**config.mk**
```make
export PLATFORM = sky130hd
export DESIGN_NAME = melody_sequencer
export DESIGN_NICKNAME = d
export VERILOG_FILES = /design/src/rtl/music_pkg.sv /design/src/rtl/beat_timer.sv /design/src/rtl/melody_sequencer.sv
export SDC_FILE = /design/constraint.sdc
export NUM_CORES = 1
export LEC_CHECK = 0
export ABC_AREA = 1
export ABC_CLOCK_PERIOD_IN_PS = 2000
export CORE_AREA = 2 2 68 102
export CTS_BUF_LIST = sky130_fd_sc_hd__clkbuf_16
export CTS_CLUSTER_DIAMETER = 120
export DETAILED_ROUTE_END_ITERATION = 12
export DIE_AREA = 0 0 70 104
export DONT_BUFFER_PORTS = 1
export SLEW_MARGIN = 20
export SYNTH_ARGS = -nofsm -noshare
export SYNTH_HDL_FRONTEND = slang
export SYNTH_SLANG_ARGS = --single-unit
```
**constraint.sdc**
```tcl
create_clock -name clk -period 2 [get_ports clk]
set_input_delay 0.4 -clock clk [delete_from_list [all_inputs] [get_ports clk]]
set_output_delay 0.4 -clock clk [all_outputs]
set_load 0.05 [all_outputs]
```
**src/rtl/music_pkg.sv**
```systemverilog
// Shared definitions for the melody sequencer: note ROM word layout, scale limits,
// FSM state encoding and the duration decode helper.
package music_pkg;

    localparam int NOTE_W   = 13;
    localparam int END_BIT  = 12;
    localparam int REST_BIT = 11;
    localparam int HL_BIT   = 10;
    localparam int SCALE_HI = 9;
    localparam int SCALE_LO = 4;
    localparam int DUR_HI   = 3;
    localparam int DUR_LO   = 0;

    localparam int SCALE_W  = SCALE_HI - SCALE_LO + 1;
    localparam int DUR_W    = DUR_HI - DUR_LO + 1;
    localparam int UNIT_W   = 5;
    localparam int TIMER_W  = 24;

    localparam int NUM_SCALES     = 60;
    localparam int MAX_SCALE      = NUM_SCALES - 1;
    localparam int DUR_ZERO_UNITS = 16;

    typedef enum logic [2:0] {
        S_IDLE,
        S_FETCH,
        S_DECODE,
        S_PLAY,
        S_GAP
    } state_t;

    // A zero duration field encodes the longest note rather than a silent one.
    function automatic logic [UNIT_W-1:0] dur_units(input logic [DUR_W-1:0] dur);
        return (dur == '0) ? UNIT_W'(DUR_ZERO_UNITS) : {1'b0, dur};
    endfunction

endpackage

```
**src/rtl/beat_timer.sv**
```systemverilog
// Reloadable beat down-counter; strobes expire when an enabled cycle sees terminal count 0.
module beat_timer
    import music_pkg::*;
#(
    parameter int unsigned BEAT_CYCLES = 12500000
) (
    input  logic               clk,
    input  logic               rst,
    input  logic               en,
    input  logic               load,
    output logic [TIMER_W-1:0] count,
    output logic               expire
);

    localparam logic [TIMER_W-1:0] RELOAD = TIMER_W'(BEAT_CYCLES - 1);

    always_ff @(posedge clk or posedge rst) begin
        if (rst) begin
            count <= '0;
        end else if (load) begin
            count <= RELOAD;
        end else if (en) begin
            count <= (count == '0) ? RELOAD : count - TIMER_W'(1);
        end
    end

    assign expire = en && (count == '0);

endmodule

```
**src/rtl/melody_sequencer.sv**
```systemverilog
// Steps through the note ROM, driving scale/hl to the divider table and gating the
// tone generator; all outputs are registered.
//
//   state    | meaning
//   ---------+---------------------------------------------------------
//   S_IDLE   | stopped, waiting for start
//   S_FETCH  | ROM address presented, waiting one cycle for data
//   S_DECODE | ROM word sampled: end marker handling or note setup
//   S_PLAY   | note sounding, beat/unit counters running
//   S_GAP    | silent articulation tail before the next fetch
module melody_sequencer
    import music_pkg::*;
#(
    parameter int unsigned BEAT_CYCLES = 12500000,
    parameter int unsigned GAP_CYCLES  = 1000000,
    parameter int unsigned ADDR_W      = 8
) (
    input  logic               clk,
    input  logic               reset_,
    input  logic               start,
    input  logic               stop,
    input  logic               pause,
    input  logic               loop_en,
    output logic [ADDR_W-1:0]  rom_addr,
    input  logic [NOTE_W-1:0]  rom_data,
    output logic [SCALE_W-1:0] scale,
    output logic               hl,
    output logic               note_en,
    output logic               busy,
    output logic               done
);

    state_t state, state_nxt;

    logic [UNIT_W-1:0]  units, units_nxt;
    logic               note_on, note_on_nxt;
    logic [ADDR_W-1:0]  addr_nxt;
    logic [SCALE_W-1:0] scale_nxt;
    logic               hl_nxt, done_nxt;

    logic [TIMER_W-1:0] tmr_count;
    logic               tmr_expire, tmr_en, tmr_load;

    logic [SCALE_W-1:0] note_scale;
    logic [DUR_W-1:0]   note_dur;
    logic               scale_ok, last_unit, gap_hit;

    assign note_scale = rom_data[SCALE_HI:SCALE_LO];
    assign note_dur   = rom_data[DUR_HI:DUR_LO];
    assign scale_ok   = note_scale <= SCALE_W'(MAX_SCALE);
    assign last_unit  = units == UNIT_W'(1);
    assign gap_hit    = tmr_count == TIMER_W'(GAP_CYCLES);
    assign tmr_en     = !pause && (state == S_PLAY || state == S_GAP);

    beat_timer #(
        .BEAT_CYCLES(BEAT_CYCLES)
    ) u_beat_timer (
        .clk   (clk),
        .rst   (reset_),
        .en    (tmr_en),
        .load  (tmr_load),
        .count (tmr_count),
        .expire(tmr_expire)
    );

    always_ff @(posedge clk or posedge reset_) begin
        if (reset_) state <= S_IDLE;
        else        state <= state_nxt;
    end

    always_comb begin
        state_nxt = state;
        if (stop) begin
            state_nxt = S_IDLE;
        end else begin
            case (state)
                S_IDLE:   if (start) state_nxt = S_FETCH;
                S_FETCH:  state_nxt = S_DECODE;
                S_DECODE: begin
                    if (rom_data[END_BIT]) state_nxt = loop_en ? S_FETCH : S_IDLE;
                    else                   state_nxt = S_PLAY;
                end
                S_PLAY:   if (!pause && last_unit && gap_hit) state_nxt = S_GAP;
                S_GAP:    if (tmr_expire) state_nxt = S_FETCH;
                default:  state_nxt = S_IDLE;
            endcase
        end
    end

    always_comb begin
        addr_nxt    = rom_addr;
        scale_nxt   = scale;
        hl_nxt      = hl;
        note_on_nxt = note_on;
        units_nxt   = units;
        done_nxt    = 1'b0;
        tmr_load    = 1'b0;
        if (stop) begin
            addr_nxt    = '0;
            note_on_nxt = 1'b0;
        end else begin
            case (state)
                S_IDLE: begin
                    if (start) addr_nxt = '0;
                    note_on_nxt = 1'b0;
                end
                S_DECODE: begin
                    if (rom_data[END_BIT]) begin
                        note_on_nxt = 1'b0;
                        if (loop_en) addr_nxt = '0;
                        else         done_nxt = 1'b1;
                    end else begin
                        units_nxt   = dur_units(note_dur);
                        tmr_load    = 1'b1;
                        hl_nxt      = rom_data[HL_BIT];
                        // Out-of-range scales play as a rest and leave the divider untouched.
                        if (scale_ok) scale_nxt = note_scale;
                        note_on_nxt = scale_ok && !rom_data[REST_BIT];
                    end
                end
                S_PLAY: begin
                    if (!pause) begin
                        if (last_unit && gap_hit) note_on_nxt = 1'b0;
                        else if (tmr_expire)      units_nxt = units - UNIT_W'(1);
                    end
                end
                S_GAP: begin
                    if (tmr_expire) addr_nxt = rom_addr + ADDR_W'(1);
                end
                default: begin
                    note_on_nxt = 1'b0;
                end
            endcase
        end
    end

    always_ff @(posedge clk or posedge reset_) begin
        if (reset_) begin
            rom_addr <= '0;
            scale    <= '0;
            hl       <= 1'b0;
            note_on  <= 1'b0;
            note_en  <= 1'b0;
            units    <= '0;
            busy     <= 1'b0;
            done     <= 1'b0;
        end else begin
            rom_addr <= addr_nxt;
            scale    <= scale_nxt;
            hl       <= hl_nxt;
            note_on  <= note_on_nxt;
            note_en  <= note_on_nxt && !pause;
            units    <= units_nxt;
            busy     <= state_nxt != S_IDLE;
            done     <= done_nxt;
        end
    end

endmodule

```
==> flow_summary.ini, run 1 <==
[die]
fp-row-count = 36
die_x_um = 70
die_height_um = 104
ioPinCount = 37
fp.coreArea_sq_mm = 0.006396
floorplan.initialDensity = 0.4834
full_die_area_sq_mm = 0.007280

[sta]
hold_viol_final = 0
final_min_period_over_clock_period = 0.9100
drv_slew = 0
rsz0062_at_grt = false
slew_headroom = 0.6151
timing.final.crit_period_ns = 1.820
clock_skew_ns = 0.007786
maximum_achievable_frequency_ghz = 0.5494
totalNegativeSetupSlack_ns = 0
tightest_slew_ns = 0.5774
setup_viol = 0

[logic_synthesis]
post_synth_and_or_nand_nor_area_fraction = 0.3901
synth_fa_ha_area_frac = 0.02023
synthMuxAreaShare = 0.02185
synthesis.instances = 408
synthDistinctLibCells = 36
compound_cell_area_share_of_the_yosys_netlist = 0.06718
synth_xor_area_frac = 0.01133
synth_top_family_by_area = simple AND/OR/NAND/NOR gates
synthesized_area_per_cell_sq_um = 7.578
postSynthNetCount = 432
yosysSeqAreaShare = 0.4128
yosys_register_bits = 51
synthesis.yosys.warnings = 0
synth_area_sq_mm = 0.003092

[drt]
final_routed_wirelength_across_all_metal_layers_mm = 7.180
via_per_inst = 5.321
drt.antenna.violating_nets = 0
first_pass_iters = 4
dr.first_iter.drc_count = 87
avgRoutedWirePerCell_um = 14.25
remaining_drc_errors = 0
detailroute.via_count = 2682

[clock_network]
cts_tree = built
cts-root-buf = sky130_fd_sc_hd__clkbuf_16
clkTransAtPathRegs_ns = 0.07
cts.sinks = 51
clk_path_buf_depth = 2
cts_made_buffers = 5
clkLatencyLatePin_ns = 0.29
ctsHoldBuffers = 0
ctsHtreeMaxLevel = 2

[pwr]
power.net_switching_mw = 1.229
clock_power_share = 0.285
netSwitchingFraction = 0.3690
combinationalPowerShare = 0.224
cellPowerDensity_mw_per_mm2 = 956.8
ir_worst_vdd_mv = 0.5417
power.share.sequential = 0.491
leakage_nw = 1.695
p_total_mw = 3.331
cellInternalPower_mw = 2.102

[global_route]
globalRouteTotalUtil = 0.2082
grt_pass1_vias = 2647
antenna_violations_before_repair = 0
grt.overflow.total = 0
grt_max_degree = 29
grt_first_pass_wirelength_mm = 12.25

[critical_path]
timing.critical_path.max_delay_family = simple AND/OR/NAND/NOR gates
cp_data_required_time_ns = 2.17
critical-path-max-stage-delay_ns = 0.38
crit_type = register to register
cp_num_buf_inv = 1
critPathMostFrequentCell = sky130_fd_sc_hd__nand2_2
critPathCaptureType = register
critical_path.max_fanout = 18
cp_data_arrival_time_ns = 1.99
cell_by_cell_listing_of_the_critical_path = inv_1 -> ha_1 -> nand2_1 -> nor2_2 -> nand4_1 -> nand2_2 -> nand2_2 -> o21ai_1 -> a21oi_1
worst_path_max_delay_cell = sky130_fd_sc_hd__dfrtp_1
worst_setup_path_start_kind = register

[finish]
mostFrequentLayoutCell = sky130_fd_sc_hd__nand2_1
layout.filler_cells = 642
drive_above_1_share = 0.1612
finalInstanceArea_sq_mm = 0.003481
area_growth_pct = 12.59
most-common-layout-cells = sky130_fd_sc_hd__nand2_1, sky130_fd_sc_hd__inv_1, sky130_fd_sc_hd__nand3_1
multi_input_logic_area_sq_mm = 0.001597
diodes = 0
layout.area.seq_sq_mm = 0.001276
non_filler_cells_in_the_finished_layout = 504
layout.core_utilization = 0.5442
finalNetCount = 452

[status]
status = finished, final reports clean

[placed_design]
place.detailed.instances = 497
port_buffers = 0
detailed_place_hpwl_mm = 5.538
place.gp.congestion = 0.9359
place_area_sq_mm = 0.003304

[min_path]
min-delay-path-class = input port to asynchronous set/reset pin

[job]
drv.max_cap_violation_count = 0
## per-stage QoR
step	hold slack, ns	worst slack (ns)
after floorplan	0.4571	0.3332
after detailed placement	0.3557	0.1614
final	0.02512	0.1800
after global placement	0.3525	0.1484
after global routing	0.07616	0.002738
after CTS	0.03818	0.1475
## cells in the mapped netlist, drive strengths merged
library cell / n / area share
a21oi: 9 / 0.018
a22oi: 1 / 0.0024
and3: 1 / 0.0020
buf: 4 / 0.0073
dfrtp: 51 / 0.41
ha: 5 / 0.020
inv: 57 / 0.069
mux2: 6 / 0.022
nand2: 108 / 0.14
nand3: 56 / 0.10
nand3b: 1 / 0.0024
nand4: 8 / 0.021
nor2: 51 / 0.081
nor3: 12 / 0.021
nor3b: 3 / 0.0073
nor4: 3 / 0.0061
o21a: 1 / 0.0024
o21ai: 23 / 0.037
o21bai: 1 / 0.0024
o22ai: 1 / 0.0020
o31ai: 1 / 0.0024
or2: 1 / 0.0020
xnor2: 2 / 0.0057
xor2: 2 / 0.0057
## state kept, by name, indices dropped and copies added, names as in the netlist
signal	cells
busy	1
units	5
scale	6
done	1
u_beat_timer.count	24
rom_addr	8
note_on	1
hl	1
state	3
note_en	1
## cell type report
type	count	share of cell area
Timing Repair Buffer	17	0.04026
Clock inverter	2	0.009705
Inverter	57	0.06147
Clock buffer	5	0.03595
Multi-Input combinational cell	296	0.4587
Tap cell	76	0.02732
Sequential cell	51	0.3666
## worst paths after layout
kind                            depth (start not counted)  slack [ns]                              start                            endpoint
worst max-delay path                                    9        0.18  u_beat_timer.count[0]$_DFFE_PP0P_   u_beat_timer.count[6]$_DFFE_PP0P_
worst max register to register                          9        0.18  u_beat_timer.count[0]$_DFFE_PP0P_   u_beat_timer.count[6]$_DFFE_PP0P_
worst min register to register                          2        0.49               units[4]$_DFFE_PP0P_                units[4]$_DFFE_PP0P_
max in group asynchronous                               2        1.43                             reset_  u_beat_timer.count[20]$_DFFE_PP0P_
worst min-delay path                                    1        0.03                             reset_                scale[1]$_DFFE_PP0P_
min in group clk                                        1        0.17                            loop_en                      done$_DFF_PP0_
## power by group through the flow
stage / clock network (mW) / registers, mW / logic, mW
final: 0.949 / 1.64 / 0.745
after global routing: 0.998 / 1.66 / 0.852
after CTS: 0.971 / 1.63 / 0.743
after detailed placement: 0 / 1.65 / 0.740
after global placement: 0 / 1.65 / 0.726
after floorplan: 0 / 1.61 / 0.576
## cell families (layout without fill, tap and decap cells)
group	count (synthesis)	in the layout
and+or+nand+nor	244	244
buffers and inverters	61	81
DFF	51	51
AOI/OAI and AO/OA	37	37
muxes	6	6
adders and majority gates	5	5
xor gates and xnor gates	4	4
## timing repair
item,CTS,global route
setup endpoints to repair,0,11
hold endpoints to repair,0,0
resized for setup,0,4
buffers inserted,0,0
## per-layer routing
metal | global-route usage | routed length (um)
met3 | 0.04167 | 254
met2 | 0.3810 | 3865
met1 | 0.2346 | 2888
met4 | 0.07555 | 173
met5 | 0 | 0
No activity file was read; power rests on OpenSTA's default activity.
==> run 2, diff against run 1 <==
--- a/config.mk
+++ b/config.mk
@@ -13,6 +13,7 @@
 export DETAILED_ROUTE_END_ITERATION = 12
 export DIE_AREA = 0 0 70 104
 export DONT_BUFFER_PORTS = 1
+export REMOVE_ABC_BUFFERS = 1
 export SLEW_MARGIN = 20
 export SYNTH_ARGS = -nofsm -noshare
 export SYNTH_HDL_FRONTEND = slang
==> run 2 against run 1 <==
Against the previous run:
- critical path depth grew 1
- final cell count grew 0.60%
- die area is the same
- clock skew shrank 0.00089 ns
- sequential share of layout area grew 0.23 points
- fmax shrank 2.6%
- count of clock-buffer cells in the layout is the same
- largest power group unchanged
==> flow_summary.ini, run 2 (synthesis gave the netlist of run 1 again) <==
[min_path]
min-delay-path-class = input port to asynchronous set/reset pin

[pwr]
cellPowerDensity_mw_per_mm2 = 924.0
combinationalPowerShare = 0.226
netSwitchingFraction = 0.3837
cellInternalPower_mw = 1.970
ir_worst_vdd_mv = 0.5684
leakage_nw = 1.689
power.net_switching_mw = 1.226
clock_power_share = 0.263
power.share.sequential = 0.511

[drt]
avgRoutedWirePerCell_um = 14.41
detailroute.via_count = 2680
final_routed_wirelength_across_all_metal_layers_mm = 7.307
dr.first_iter.drc_count = 172
remaining_drc_errors = 0
first_pass_iters = 5
via_per_inst = 5.286
drt.antenna.violating_nets = 0

[critical_path]
cell_by_cell_listing_of_the_critical_path = inv_2 -> nand3_2 -> a21oi_4 -> inv_2 -> nand2_4 -> nand2_4 -> nor2_4 -> nand2_1 -> o21ai_1 -> nand2_1
timing.rr.end = u_beat_timer.count[20]$_DFFE_PP0P_
worst_path_max_delay_cell = sky130_fd_sc_hd__dfrtp_1
worst_setup_path_start_kind = register
register_to_register_setup_slack_ns = 0.13
critPathCaptureType = register
critical-path-max-stage-delay_ns = 0.45
cp_data_arrival_time_ns = 2.04
crit_type = register to register
cp_data_required_time_ns = 2.17
rr_worst_depth = 10
critical_path.max_fanout = 18
crit-reg2reg-launch = state[1]$_DFF_PP0_
timing.critical_path.from = state[1]$_DFF_PP0_

[die]
fp-row-count = 36
die_height_um = 104
full_die_area_sq_mm = 0.007280
ioPinCount = 37
floorplan.initialDensity = 0.4834
die_x_um = 70
fp.coreArea_sq_mm = 0.006396

[placed_design]
place.gp.congestion = 0.8967
detailed_place_hpwl_mm = 5.742
port_buffers = 0
dp_worst_setup_slack_ns = 0.1091

[global_route]
globalRouteTotalUtil = 0.2083
grt_first_pass_wirelength_mm = 12.41
grt.overflow.total = 0
antenna_violations_before_repair = 0
grt_max_degree = 25
grt_pass1_vias = 2740

[sta]
drv_slew = 0
postLayoutSetupSlackWorst_ns = 0.1318
setup_viol = 0
final_min_period_over_clock_period = 0.9341
clock_skew_ns = 0.006895
hold_viol_final = 0
maximum_achievable_frequency_ghz = 0.5353
timing.final.crit_period_ns = 1.868
tightest_slew_ns = 0.5839
totalNegativeSetupSlack_ns = 0
rsz0062_at_grt = false
slew_headroom = 0.6107

[clock_network]
cts_tree = built
ctsHtreeMaxLevel = 2
cts_made_buffers = 5
cts.sinks = 51
clkTransAtPathRegs_ns = 0.07
clkLatencyLatePin_ns = 0.29
clk_path_buf_depth = 2
cts-root-buf = sky130_fd_sc_hd__clkbuf_16

[job]
drv.max_cap_violation_count = 0

[status]
status = finished, final reports clean

[finish]
regMostFlops = u_beat_timer.count
largest_reg_flops = 24
most-common-layout-cells = sky130_fd_sc_hd__nand2_1, sky130_fd_sc_hd__nand3_1, sky130_fd_sc_hd__inv_1, sky130_fd_sc_hd__dfrtp_1, sky130_fd_sc_hd__nor2_1
diodes = 0
finalNetCount = 454
drive_above_1_share = 0.1647
largest_registers = u_beat_timer.count: 24 flops, rom_addr: 8 flops, scale: 6 flops
area_growth_pct = 11.90
layout.filler_cells = 647
mostFrequentLayoutCell = sky130_fd_sc_hd__nand2_1
[run 2: repair_timing]
item	CTS	global route
hold buffers	0	0
setup endpoints to repair	0	8
buffers inserted	0	2
gates resized for setup	0	2
[run 2: per-stage QoR]
| stage | cells | hold WS [ns] | power (mW) | utilization | instance area [sq um] |
|---|---|---|---|---|---|
| detailed placement | 497 | 0.3518 | 2.379 | 0.5147 | 3292 |
| floorplan | 404 | 0.4571 | 2.180 | - | 3069 |
| finish | 507 | 0.02118 | 3.197 | 0.5409 | 3460 |
| global placement | 497 | 0.3388 | 2.367 | 0.5147 | 3292 |
| CTS | 505 | 0.03421 | 3.232 | 0.5374 | 3437 |
| global route | 507 | 0.05592 | 3.403 | 0.5409 | 3460 |
[run 2: worst max-delay path, delay by kind of cell, from the launching register on]
kind	cells	cell delay, ns
buffers and inverters	2	0.18
AOI/OAI and AO/OA	2	0.37
and+or+nand+nor	6	0.75
DFF	1	0.45
[run 2: power by group through the flow]
stage / Sequential, mW / Clock (mW) / Combinational (mW)
2_1_floorplan: 1.61 / 0 / 0.573
3_3_place_gp: 1.65 / 0 / 0.717
3_5_place_dp: 1.66 / 0 / 0.724
4_1_cts: 1.63 / 0.868 / 0.729
5_1_grt: 1.66 / 0.899 / 0.842
6_report: 1.63 / 0.840 / 0.724
[run 2: cell type report]
| type | count | area (sq um) | share of cell area |
|---|---|---|---|
| Clock buffer | 5 | 125.1 | 0.03617 |
| Clock inverter | 3 | 20.02 | 0.005787 |
| Inverter | 57 | 214.0 | 0.06184 |
| Multi-Input combinational cell | 296 | 1587 | 0.4586 |
| Sequential cell | 51 | 1276 | 0.3689 |
| Tap cell | 76 | 95.09 | 0.02749 |
| Timing Repair Buffer | 19 | 142.6 | 0.04123 |
[run 2: routing by layer]
metal,global-route usage,vias up,wire (um)
li1,-,1364,-
met1,0.2321,1263,2872
met2,0.3946,43,4097
met3,0.03198,10,187
met4,0.06868,0,150
met5,0,-,0
[run 2: worst max-delay path by stage]
| stage | endpoint | cells past startpoint |
|---|---|---|
| final | u_beat_timer.count[20]$_DFFE_PP0P_ | 10 |
| after global routing | rom_addr[3]$_DFFE_PP0P_ | 12 |
| after detailed placement | u_beat_timer.count[6]$_DFFE_PP0P_ | 8 |
| after global placement | u_beat_timer.count[16]$_DFFE_PP0P_ | 8 |
| after floorplan | rom_addr[6]$_DFFE_PP0P_ | 7 |
| after CTS | u_beat_timer.count[6]$_DFFE_PP0P_ | 8 |
